--- config.mk ---
export PLATFORM = sky130hd
export DESIGN_NAME = serial_tx
export DESIGN_NICKNAME = d
export VERILOG_FILES = /design/src/rtl/serial_tx_pkg.sv /design/src/rtl/serial_bit_timer.sv /design/src/rtl/serial_tx.sv
export SDC_FILE = /design/constraint.sdc
export NUM_CORES = 1
export LEC_CHECK = 0
export ABC_CLOCK_PERIOD_IN_PS = 1800
export BUFFER_PORTS_ARGS = -buffer_cell sky130_fd_sc_hd__buf_4
export CORE_AREA = 2 2 54 56
export CTS_CLUSTER_SIZE = 28
export DETAILED_ROUTE_END_ITERATION = 16
export DIE_AREA = 0 0 56 58
export GPL_TIMING_DRIVEN = 0
export PLACE_DENSITY_LB_ADDON = 0.12
export SETUP_SLACK_MARGIN = 0.15
export SKIP_CTS_REPAIR_TIMING = 1
export SYNTH_ARGS = -nofsm -noshare
export SYNTH_HDL_FRONTEND = slang
export SYNTH_HIERARCHICAL = 1
export SYNTH_SLANG_ARGS = --single-unit
--- constraint.sdc ---
create_clock -name clk -period 1.8 [get_ports clk]
set_input_delay 0.45 -clock clk [delete_from_list [all_inputs] [get_ports clk]]
set_output_delay 0.45 -clock clk [all_outputs]
set_load 0.01 [all_outputs]
--- src/rtl/serial_tx_pkg.sv ---
// Shared definitions for the single-bit serial link: FSM state encoding,
// idle line level and the frame-length helper used by transmitter and receiver.
package serial_tx_pkg;

    typedef enum logic [2:0] {
        ST_IDLE   = 3'd0,
        ST_START  = 3'd1,
        ST_DATA   = 3'd2,
        ST_PARITY = 3'd3,
        ST_STOP   = 3'd4
    } state_t;

    localparam logic IDLE_LEVEL = 1'b1;

    // Clock cycles from the first start-bit cycle through the last stop cycle.
    function automatic int unsigned frame_len(
        input int unsigned data_w,
        input int unsigned parity_en,
        input int unsigned stop_bits,
        input int unsigned clks_per_bit
    );
        return (1 + data_w + parity_en + stop_bits) * clks_per_bit;
    endfunction

endpackage

--- src/rtl/serial_bit_timer.sv ---
// Bit-period timer: counts 0..CLKS_PER_BIT-1 while run is high and flags the
// terminal count; the count is held at zero whenever run is low.
module serial_bit_timer #(
    parameter int unsigned CLKS_PER_BIT = 4
) (
    input  logic clk,
    input  logic rst,
    input  logic run,
    output logic bit_end
);

    localparam int unsigned CW = (CLKS_PER_BIT > 1) ? $clog2(CLKS_PER_BIT) : 1;

    logic [CW-1:0] count;

    // With CLKS_PER_BIT=1 the terminal count is 0, so bit_end follows run.
    assign bit_end = run && (count == CW'(CLKS_PER_BIT - 1));

    always_ff @(posedge clk) begin
        if (rst || !run || bit_end) begin
            count <= '0;
        end else begin
            count <= count + 1'b1;
        end
    end

endmodule

--- src/rtl/serial_tx.sv ---
// Parallel-to-serial frame transmitter: start bit, LSB-first data, optional
// parity, stop bit(s); all outputs come straight from flops.
module serial_tx
    import serial_tx_pkg::*;
#(
    parameter int unsigned DATA_W       = 8,
    parameter int unsigned CLKS_PER_BIT = 4,
    parameter int unsigned PARITY_EN    = 1,
    parameter int unsigned PARITY_ODD   = 0,
    parameter int unsigned STOP_BITS    = 1
) (
    input  logic              clk,
    input  logic              rst,
    input  logic [DATA_W-1:0] tx_data,
    input  logic              tx_valid,
    output logic              tx_ready,
    output logic              tx_dout,
    output logic              tx_busy,
    output logic              tx_done
);

    if (CLKS_PER_BIT < 1 || (STOP_BITS != 1 && STOP_BITS != 2) ||
        DATA_W < 1 || DATA_W > 16) begin : g_bad_params
        $error("serial_tx: illegal parameter combination");
    end

    localparam int unsigned CNT_W = $clog2(DATA_W + 2);

    state_t            state, state_n;
    logic [DATA_W-1:0] shift, shift_n;
    logic [CNT_W-1:0]  bit_cnt, bit_cnt_n;
    logic              parity, parity_n;
    logic              dout_n, busy_n, done_n, ready_n;
    logic              run, bit_end;

    assign run = (state != ST_IDLE);

    serial_bit_timer #(
        .CLKS_PER_BIT(CLKS_PER_BIT)
    ) u_bit_timer (
        .clk    (clk),
        .rst    (rst),
        .run    (run),
        .bit_end(bit_end)
    );

    always_comb begin
        state_n   = state;
        shift_n   = shift;
        bit_cnt_n = bit_cnt;
        parity_n  = parity;
        done_n    = 1'b0;
        case (state)
            ST_IDLE: begin
                if (tx_valid && tx_ready) begin
                    state_n   = ST_START;
                    shift_n   = tx_data;
                    parity_n  = (^tx_data) ^ (PARITY_ODD != 0);
                    bit_cnt_n = '0;
                end
            end
            ST_START: begin
                if (bit_end) state_n = ST_DATA;
            end
            ST_DATA: begin
                if (bit_end) begin
                    shift_n = shift >> 1;
                    if (bit_cnt == CNT_W'(DATA_W - 1)) begin
                        bit_cnt_n = '0;
                        state_n   = (PARITY_EN != 0) ? ST_PARITY : ST_STOP;
                    end else begin
                        bit_cnt_n = bit_cnt + 1'b1;
                    end
                end
            end
            ST_PARITY: begin
                if (bit_end) state_n = ST_STOP;
            end
            ST_STOP: begin
                if (bit_end) begin
                    if (bit_cnt == CNT_W'(STOP_BITS - 1)) begin
                        bit_cnt_n = '0;
                        state_n   = ST_IDLE;
                        done_n    = 1'b1;
                    end else begin
                        bit_cnt_n = bit_cnt + 1'b1;
                    end
                end
            end
            default: begin
                state_n = ST_IDLE;
            end
        endcase
    end

    // Output flops are loaded from the next state so the line changes on the
    // same edge as the state register.
    always_comb begin
        dout_n = IDLE_LEVEL;
        case (state_n)
            ST_START:  dout_n = ~IDLE_LEVEL;
            ST_DATA:   dout_n = shift_n[0];
            ST_PARITY: dout_n = parity_n;
            default:   dout_n = IDLE_LEVEL;
        endcase
        busy_n  = (state_n != ST_IDLE);
        ready_n = (state_n == ST_IDLE);
    end

    always_ff @(posedge clk) begin
        if (rst) begin
            state    <= ST_IDLE;
            shift    <= '0;
            bit_cnt  <= '0;
            parity   <= 1'b0;
            tx_dout  <= IDLE_LEVEL;
            tx_busy  <= 1'b0;
            tx_done  <= 1'b0;
            tx_ready <= 1'b0;
        end else begin
            state    <= state_n;
            shift    <= shift_n;
            bit_cnt  <= bit_cnt_n;
            parity   <= parity_n;
            tx_dout  <= dout_n;
            tx_busy  <= busy_n;
            tx_done  <= done_n;
            tx_ready <= ready_n;
        end
    end

endmodule

After elaboration in Yosys (flattened, before gate mapping)

Cells that the tools add are included.

Flip-flop bits (word level): 22
Bits in latches: 0
Bits in writable memories: 0
ROM bits: 0
Input bits: 11
Output and inout port bits: 4
Word-level logic and storage cells: 63
Memories: 0

Add/sub/neg operators: 2
Multipliers: 0
Divide/modulo/power cells: 0
$lt $le $gt $ge: 0
Equal/unequal tests: 12
Shift-type cells: 0
Mux-type cells: 21
Bitwise gates (word level): 2
Reductions and logical operators: 16

Operators with widths:

| kind                                           | count |
|---|---|
| two-way mux 3 bit                              | 7 |
| two-way mux 4 bit                              | 5 |
| two-way mux 8 bit                              | 2 |
| one-hot mux 8 bit (2 select lines)             | 1 |
| one-hot mux 3 bit (5 select lines)             | 1 |
| == test 3 x 2 -> 1 bit (second input constant) | 4 |
| one-hot mux 4 bit (3 select lines)             | 1 |
| nonzero test 3 bit                             | 3 |
| XOR reduction 8 bit                            | 1 |
| == test 3 x 1 -> 1 bit (second input constant) | 2 |
| logical NOT 3 bit                              | 2 |
| adder 4 x 1 -> 4 bit (second input constant)   | 1 |
| == test 4 x 3 -> 1 bit (second input constant) | 1 |
| logical NOT 4 bit                              | 1 |
| != test 2 x 1 -> 1 bit (second input constant) | 2 |
| AND reduction 4 bit                            | 1 |
| == test 3 bit (second input constant)          | 1 |
| two-way mux 1 bit                              | 3 |
| one-hot mux 1 bit (3 select lines)             | 1 |
| AND reduction 3 bit                            | 1 |
| OR reduction 3 bit                             | 1 |
| adder 2 x 1 -> 2 bit (second input constant)   | 1 |
| == test 2 bit (second input constant)          | 1 |
| logical AND 1 bit                              | 2 |
| 5 further kinds                                | 7 |

Longest topological paths before layout

Gate-level depths: netlist of run 1.

Word-level depth: 6
Gate-level depth with buffers: 10
Depth with buffers taken out: 8

Modules after synthesis

Netlist of run 1, hierarchy kept.

By module, submodules not included:

| module           | instances | cells each | area an instance (um^2) | sequential area each (um^2) |
|---|---|---|---|---|
| serial_tx        | 1         | 124        | 1051.0                  | 400.4 |
| serial_bit_timer | 1         | 6          | 86.3                    | 40.0 |

Worst setup path after synthesis of run 1

Ideal clock, no wire load.

Path kind: register to register
Start: register state[2]
End: register tx_dout
Library setup time: 131 ps
Arrival time: 1807 ps
Setup slack: -138 ps
Stages on the path, launching flop included: 11
Clock period less this slack: 1938 ps
Path through: dfxtp_1 buf_2 nor3_4 inv_1 and2_1 nor4bb_1 buf_4 a31oi_4 a221o_1 o21ai_1 o311ai_1

Cells in the longest elaborated chain, start to end: 6

Ends and longest elaborated chain:

| what                                                                    | line                   | text |
|---|---|---|
| from (decl)                                                             | serial_tx.sv:29        | `state_t state, state_n;` |
| from (signal assigned)                                                  | serial_tx.sv:121       | `state <= state_n;` |
| nonzero test 3 bit (*)                                                  | serial_tx.sv:36        | `assign run = (state != ST_IDLE);` |
| via run                                                                 | serial_tx.sv:34        | `logic run, bit_end;` |
| logical AND 1 bit (*)                                                   | serial_bit_timer.sv:17 | `assign bit_end = run && (count == CW'(CLKS_PER_BIT - 1));` |
| via bit_end                                                             | serial_tx.sv:34        |  |
| two-way mux 3 bit (on tied branches)                                    | -                      |  |
| one-hot mux 3 bit (5 select lines)                                      | serial_tx.sv:53        | `case (state)` |
| == test 3 x 2 -> 1 bit / == test 3 x 1 -> 1 bit (equally long branches) | serial_tx.sv:100       | `case (state_n)` |
| one-hot mux 1 bit (3 select lines) (*)                                  | serial_tx.sv:100       |  |
| to (signal assigned)                                                    | serial_tx.sv:125       | `tx_dout <= dout_n;` |
| to (decl)                                                               | serial_tx.sv:17        | `output logic tx_dout,` |

The timed path passes the listed nets; every way through them passes the cells marked *. The select of a mux whose other input is x is not followed.
A chain may end at the register's enable or synchronous reset.

Final worst setup path of run 1

Start: register state[0]
End: register tx_dout

The elaborated chain is that of the path after synthesis.

==> metrics.md, run 1 <==
| Metric | Value |
|---|---|
| Status | finished, violations left |
| Failing checks | setup timing |
| Min-delay src | rst |
| F_max | 518 MHz |
| Largest fanout on the critical path | 5 |
| Clock power frac | 34.9% |
| Chip height | 58 um |
| Static leakage | 0.640 nW |
| Setup CP Type | reg -> reg |
| Placed Area | 1290 um^2 |
| Number of global-route vias before repair | 877 |
| CTS tree | built |
| Port buffer count | 14 |
| N_diodes | 0 |
| FF-to-FF setup slack | -130 ps |
| Cts bufs inserted | 3 |
| Fin crit period | 1930 ps |
| Final Hold Viols | 0 |
| CTS H-tree lvls | 1 |
| Ports | 15 |
| Post-Synthesis Cell Area | 1140 um^2 |
| CP startpoint kind | register |
| Cell area after layout | 1630 um^2 |
| Largest net degree at the start of global routing | 14 |
| Synth top area cells | dfxtp_1, xnor2_1, a21oi_1 |
| Final Total Pwr | 0.00112 W |
| Endpoints failing setup | 3 |
| Clock Tree Buf Depth | 2 |
| Sequential share of power | 46.7% |
| Core area | 2660 um^2 |
| Final GP Congestion | 0.676 |
| Switching Share | 24.8% |
| Number of enable flip-flop cells after synthesis | 0 |
| Share of layout cells above drive strength 1 | 47.6% |
| Iter 0 DRT Violations | 23 |
| Comb power frac | 18.4% |
| Die W | 56 um |
| Crit end category | register |
| Hold path depth | 2 |
| FF-to-FF path depth | 10 |
| Overall Global Routing Usage | 15.2% |
| Via count | 1057 |
| Commonest cells in the netlist | dfxtp_1, nand2_1, a21oi_1 |
| Worst Tran Pin Value | 630 ps |
| Synthesis Warnings | 6 |
| Post-placement setup slack | -268 ps |
| Min Hold Slack | 293 ps |
| Antenna Violating Nets Remaining | 0 |
| Area Overhead vs Synth | 43.7% |
| Overall routed net length | 2650 um |
| Final Cycle Share | 107% |
| CP arrival | 2140 ps |
| Worst Skew | 6.93 ps |
| Reg2reg start | state[0] |
| Main synth FF type | dfxtp_1 |
| Synthesized Nets | 144 |
| Root buffer cell | clkbuf_4 |
| Worst-path clk slew | 130 ps |
| Seq/Total Area, Yosys | 38.7% |
| # Max-Cap Violations | 0 |
| Dpl hpwl | 1670 um |
| Avg Cell Area, Syn | 8.75 um^2 |
| Initial antenna violation count | 0 |
| Worst-Skew Late Latency | 320 ps |
| Start point of the critical path | state[0] |
| FP Rows | 19 |
| Pre-Repair DR Iteration Count | 4 |
| RSZ-0062 raised after global routing | yes |
| Die outline area | 3250 um^2 |
| WL/cell | 13.6 um |
| CTS Sinks | 22 |
| Seq cells post-synth | 22 |
| Slew headroom | 58.0% |
| Post-synth ARST share | 0% |
| VDD IR-drop max | 0.654 mV |
| Worst EP required | 2010 ps |
| Vias/cell | 5.42 |
| Final #Nets | 179 |
| Synth cell types | 39 |
| Slew Viols, Final | 0 |
| Post-route setup TNS | -202 ps |
| Hold Path Sink | u_bit_timer/count[0] |
| Post-Synthesis Cells | 130 |
| First-pass GRT wire length | 3900 um |
| Residual DRC count | 0 |
| Min-delay worst type | in -> reg |
| Switching power | 0.000277 W |
| Pwr dens | 684 nW/um^2 |
| Gr ovfl total | 0 |
| Yosys top cell area share | 38.7% |
| Worst r2r dst | tx_dout |
| Initial core utilization | 42.7% |
| Worst setup margin | -131 ps |
| Pint | 0.000841 W |
| Largest area contributor in the netlist | dfxtp_1 |
| Top-count cell post-synth | dfxtp_1 |
[registers in the layout, summed over array words and instances (netlist names)]
register,count
tx_dout,1
bit_cnt,4
tx_busy,1
shift,8
parity,1
tx_done,1
tx_ready,1
u_bit_timer/count,2
state,3
[worst max-delay path by stage]
| stage | to | slack [ps] | depth (start not counted) |
|---|---|---|---|
| floorplan | tx_dout | -80 | 10 |
| global placement | tx_dout | -240 | 10 |
| detailed placement | tx_dout | -270 | 10 |
| CTS | tx_dout | -290 | 10 |
| global route | tx_dout | -230 | 10 |
| finish | tx_dout | -130 | 10 |
[layout make-up]
cell class	instances	area [um^2]
Timing Repair Buffer	30	241
Buffer	7	50.0
Sequential cell	22	444
Inverter	5	18.8
Multi-Input combinational cell	96	788
Fill cell	231	1030
Clock inverter	1	30.0
Clock buffer	3	22.5
Tap cell	31	38.8
[power groups by stage]
stage	logic (W)	registers (W)	clock network [W]
6_report	0.000206	0.000523	0.000390
2_1_floorplan	0.0000952	0.000530	0
3_3_place_gp	0.000147	0.000529	0
5_1_grt	0.000225	0.000525	0.000420
3_5_place_dp	0.000149	0.000530	0
4_1_cts	0.000149	0.000519	0.000393
[per-layer routing]
metal / up-vias / GRT usage [%] / share of wire [%]
li1: 525 / - / -
met1: 513 / 20.0 / 47
met2: 14 / 25.0 / 49
met3: 5 / 3.35 / 2.6
met4: 0 / 5.10 / 1.6
met5: - / 0 / 0
[stage by stage]
stage	utilization [%]	cells
6_report	61.4	195
5_1_grt	61.4	195
4_1_cts	50.5	179
3_5_place_dp	48.5	175
3_3_place_gp	48.5	175
2_1_floorplan	-	130
[critical path, cell delays in order, from the launching register on]
cell      delay (ps)
dfxtp_2          340
buf_6            120
nor3_4           200
inv_2             60
and2_4           150
nor4bb_2         160
buf_4            150
and2_4           130
a221o_1          280
o21ai_2          130
o311ai_2         100
[cells by family after synthesis]
group | Yosys count | share of synthesized area [%]
AO/OA/AOI/OAI | 31 | 18.9
XOR/XNOR | 8 | 6.16
adder cells (fa/ha/maj) | 3 | 3.30
buffers and inverters | 12 | 5.50
flip-flops | 22 | 38.7
multiplexers | 1 | 0.880
AND/OR/NAND/NOR | 53 | 26.5
[layout by cell type, fill, tap and decap left out, types with 2 or more instances in the layout]
cell type | Yosys | final
xnor2_1 | 7 | 7
nand2b_1 | 3 | 3
inv_1 | 5 | 3
nand2_4 | 0 | 4
nand2_1 | 16 | 10
a22oi_1 | 8 | 7
dfxtp_1 | 22 | 19
nor3_4 | 1 | 2
and2_4 | 0 | 3
ha_1 | 3 | 2
a21oi_1 | 12 | 5
nand2_2 | 0 | 2
nor2b_1 | 3 | 2
buf_4 | 2 | 30
nand3b_1 | 3 | 3
buf_6 | 1 | 3
clkbuf_1 | 2 | 2
nand3_1 | 3 | 2
dfxtp_2 | 0 | 3
a21oi_2 | 0 | 7
inv_2 | 0 | 2
nor2_1 | 11 | 10
clkbuf_4 | 0 | 3
(Power assumes the default switching activity.)
==> run 2: changes to the inputs <==
- ABC_CLOCK_PERIOD_IN_PS: 1800 -> 2200
- clock period: 1.8 -> 2.2 ns (I/O delays scaled with it)
==> metrics.md, run 2 (synthesis results as in run 1) <==
| Metric | Value |
|---|---|
| Residual DRC count | 0 (unchanged) |
| Slowest stage delay, CP | 380 ps (+40 ps) |
| Most frequent cells in the layout | dfxtp_1, buf_4, nand2_1 |
| Chip height | 58 um (unchanged) |
| Placed cell count | 175 (unchanged) |
| Clock Tree Buf Depth | 2 (unchanged) |
| Core area | 2660 um^2 (unchanged) |
| Final std cells w/o fill | 182 (-6.7%) |
| Final #Nets | 166 (-7.3%) |
| WL/cell | 12.6 um (-6.9%) |
| Crit end category | register |
| Ports | 15 (unchanged) |
| Vias/cell | 5.29 (-2.4%) |
| CP arrival | 2160 ps (+20 ps) |
| Worst Skew | 1.08 ps (-5.86 ps) |
| Largest net degree at the start of global routing | 14 (unchanged) |
| Overall Global Routing Usage | 14.5% (-0.74 points) |
| Static leakage | 0.518 nW (-19%) |
| Antenna Violating Nets Remaining | 0 (unchanged) |
| N_diodes | 0 (unchanged) |
| Biggest register | shift |
| Initial antenna violation count | 0 (unchanged) |
| FP Rows | 19 (unchanged) |
| Reg2reg start | state[2] |
| Final Cycle Share | 88.8% (-18 points) |
| Cts bufs inserted | 3 (unchanged) |
| Final GP Congestion | 0.717 (+6.0%) |
| Number of global-route vias before repair | 858 (-2.2%) |
| Top Family by Delay on Critical Path | compound AO/OA/AOI/OAI gates |
| Critical-path cell list | buf_6 > nor3_4 > inv_1 > and2_4 > nor4bb_1 > buf_4 > a31oi_4 > a221o_1 > o21ai_1 > o311ai_1 |
| Start point of the critical path | state[2] |
| Final Util | 51.3% (-10 points) |
| CP startpoint kind | register |
| Root buffer cell | clkbuf_4 |
| Worst-path clk slew | 130 ps (about the same) |
| Port buffer count | 14 (unchanged) |
| Fin crit period | 1950 ps (+23.8 ps) |
| Crit-path slowest cell | dfxtp_2 |
| Worst EP required | 2400 ps (+390 ps) |
| Cell area after layout | 1370 um^2 (-16%) |
| Dpl hpwl | 1650 um (-1.0%) |
| Largest regs | shift x8, bit_cnt x4, state x3 |
| Max reg flops | 8 (unchanged) |
| Status | finished, final reports clean |
| Die outline area | 3250 um^2 (unchanged) |
| Final Hold Viols | 0 (unchanged) |
| Min-delay worst type | in -> reg |
| Area Overhead vs Synth | 20.1% |
| CTS Sinks | 22 (unchanged) |
| Largest fanout on the critical path | 10 (+5) |
| First-pass GRT wire length | 3680 um (-5.5%) |
| Min-delay src | rst |
| Slew Viols, Final | 0 (unchanged) |
| Iter 0 DRT Violations | 22 (-4.3%) |
| F_max | 512 MHz (-1.2%) |
| Initial core utilization | 42.7% (unchanged) |
| Share of layout cells above drive strength 1 | 22.5% (-25 points) |
| Placed Area | 1280 um^2 (-0.78%) |
| VDD IR-drop max | 0.441 mV (-33%) |
| # Max-Cap Violations | 0 (unchanged) |
| Slew headroom | 63.4% (+5.4 points) |
| RSZ-0062 raised after global routing | no |
| Worst-Skew Late Latency | 310 ps (about the same) |
| Pre-Repair DR Iteration Count | 4 (unchanged) |
| Via count | 963 (-8.9%) |
| Gr ovfl total | 0 (unchanged) |
| Pwr dens | 631 nW/um^2 (-7.8%) |
| Endpoints failing setup | 0 (-3) |
| CP Buf/Inv Count | 3 (unchanged) |
| Commonest non-fill, non-tap cell in the layout | dfxtp_1 |
| Overall routed net length | 2300 um (-13%) |
| Die W | 56 um (unchanged) |
| CTS H-tree lvls | 1 (unchanged) |
| Final Total Pwr | 0.000862 W (-23%) |
| Worst Tran Pin Value | 549 ps (-80.8 ps) |
| Setup CP Type | reg -> reg |
| CTS tree | built |
-- run 2: changes by cell type in the layout (fill, tap and decap cells not counted), moves of 4 or more --
cell and change:
buf_4 -11, a21oi_1 +7, a21oi_2 -7, nand2_1 +6
nand2_4 -4
-- run 2: worst paths after layout --
path,end,slack (ps),cells past startpoint
worst min register to register,u_bit_timer/count[0],460,1
worst max-delay path,tx_dout,250,10
worst min-delay path,u_bit_timer/count[0],400,2
worst max register to register,tx_dout,250,10
-- run 2: metrics by stage --
step	setup TNS [ps]	hold slack [ps]	setup WS, ps
floorplan	0	419	262
global placement	-23.8	425	-23.8
detailed placement	-46.6	439	-46.6
CTS	-64.4	388	-64.4
global route	0	378	155
finish	0	399	245
-- run 2: per-layer routing --
layer | vias up | wire [um] | GRT usage [%]
li1 | 499 | - | -
met1 | 450 | 1120 | 19.2
met2 | 12 | 1100 | 23.4
met3 | 2 | 63 | 2.01
met4 | 0 | 15 | 7.14
met5 | - | 0 | 0
-- run 2: worst register-to-register path: cells and delay by family, from the launching register on --
family,cells,cell delay (ps)
buffers and inverters,3,400
AND/OR/NAND/NOR,3,460
flip-flops,1,380
AO/OA/AOI/OAI,4,610
-- run 2: final cells by class --
type / count / area (um^2)
clock buffer: 3 / 22.5
timing repair buffer: 17 / 128
buffer: 7 / 50.0
inverter: 5 / 18.8
clock inverter: 1 / 30.0
tap: 31 / 38.8
fill: 265 / 1300
multi-input combinational: 96 / 637
sequential: 22 / 442
-- run 2: power by group --
part / switching, W / total [W] / internal, W
Combinational: 0.0000609 / 0.000123 / 0.0000619
Sequential: 0.00000936 / 0.000425 / 0.000415
Clock: 0.000130 / 0.000315 / 0.000184
Total: 0.000201 / 0.000862 / 0.000661
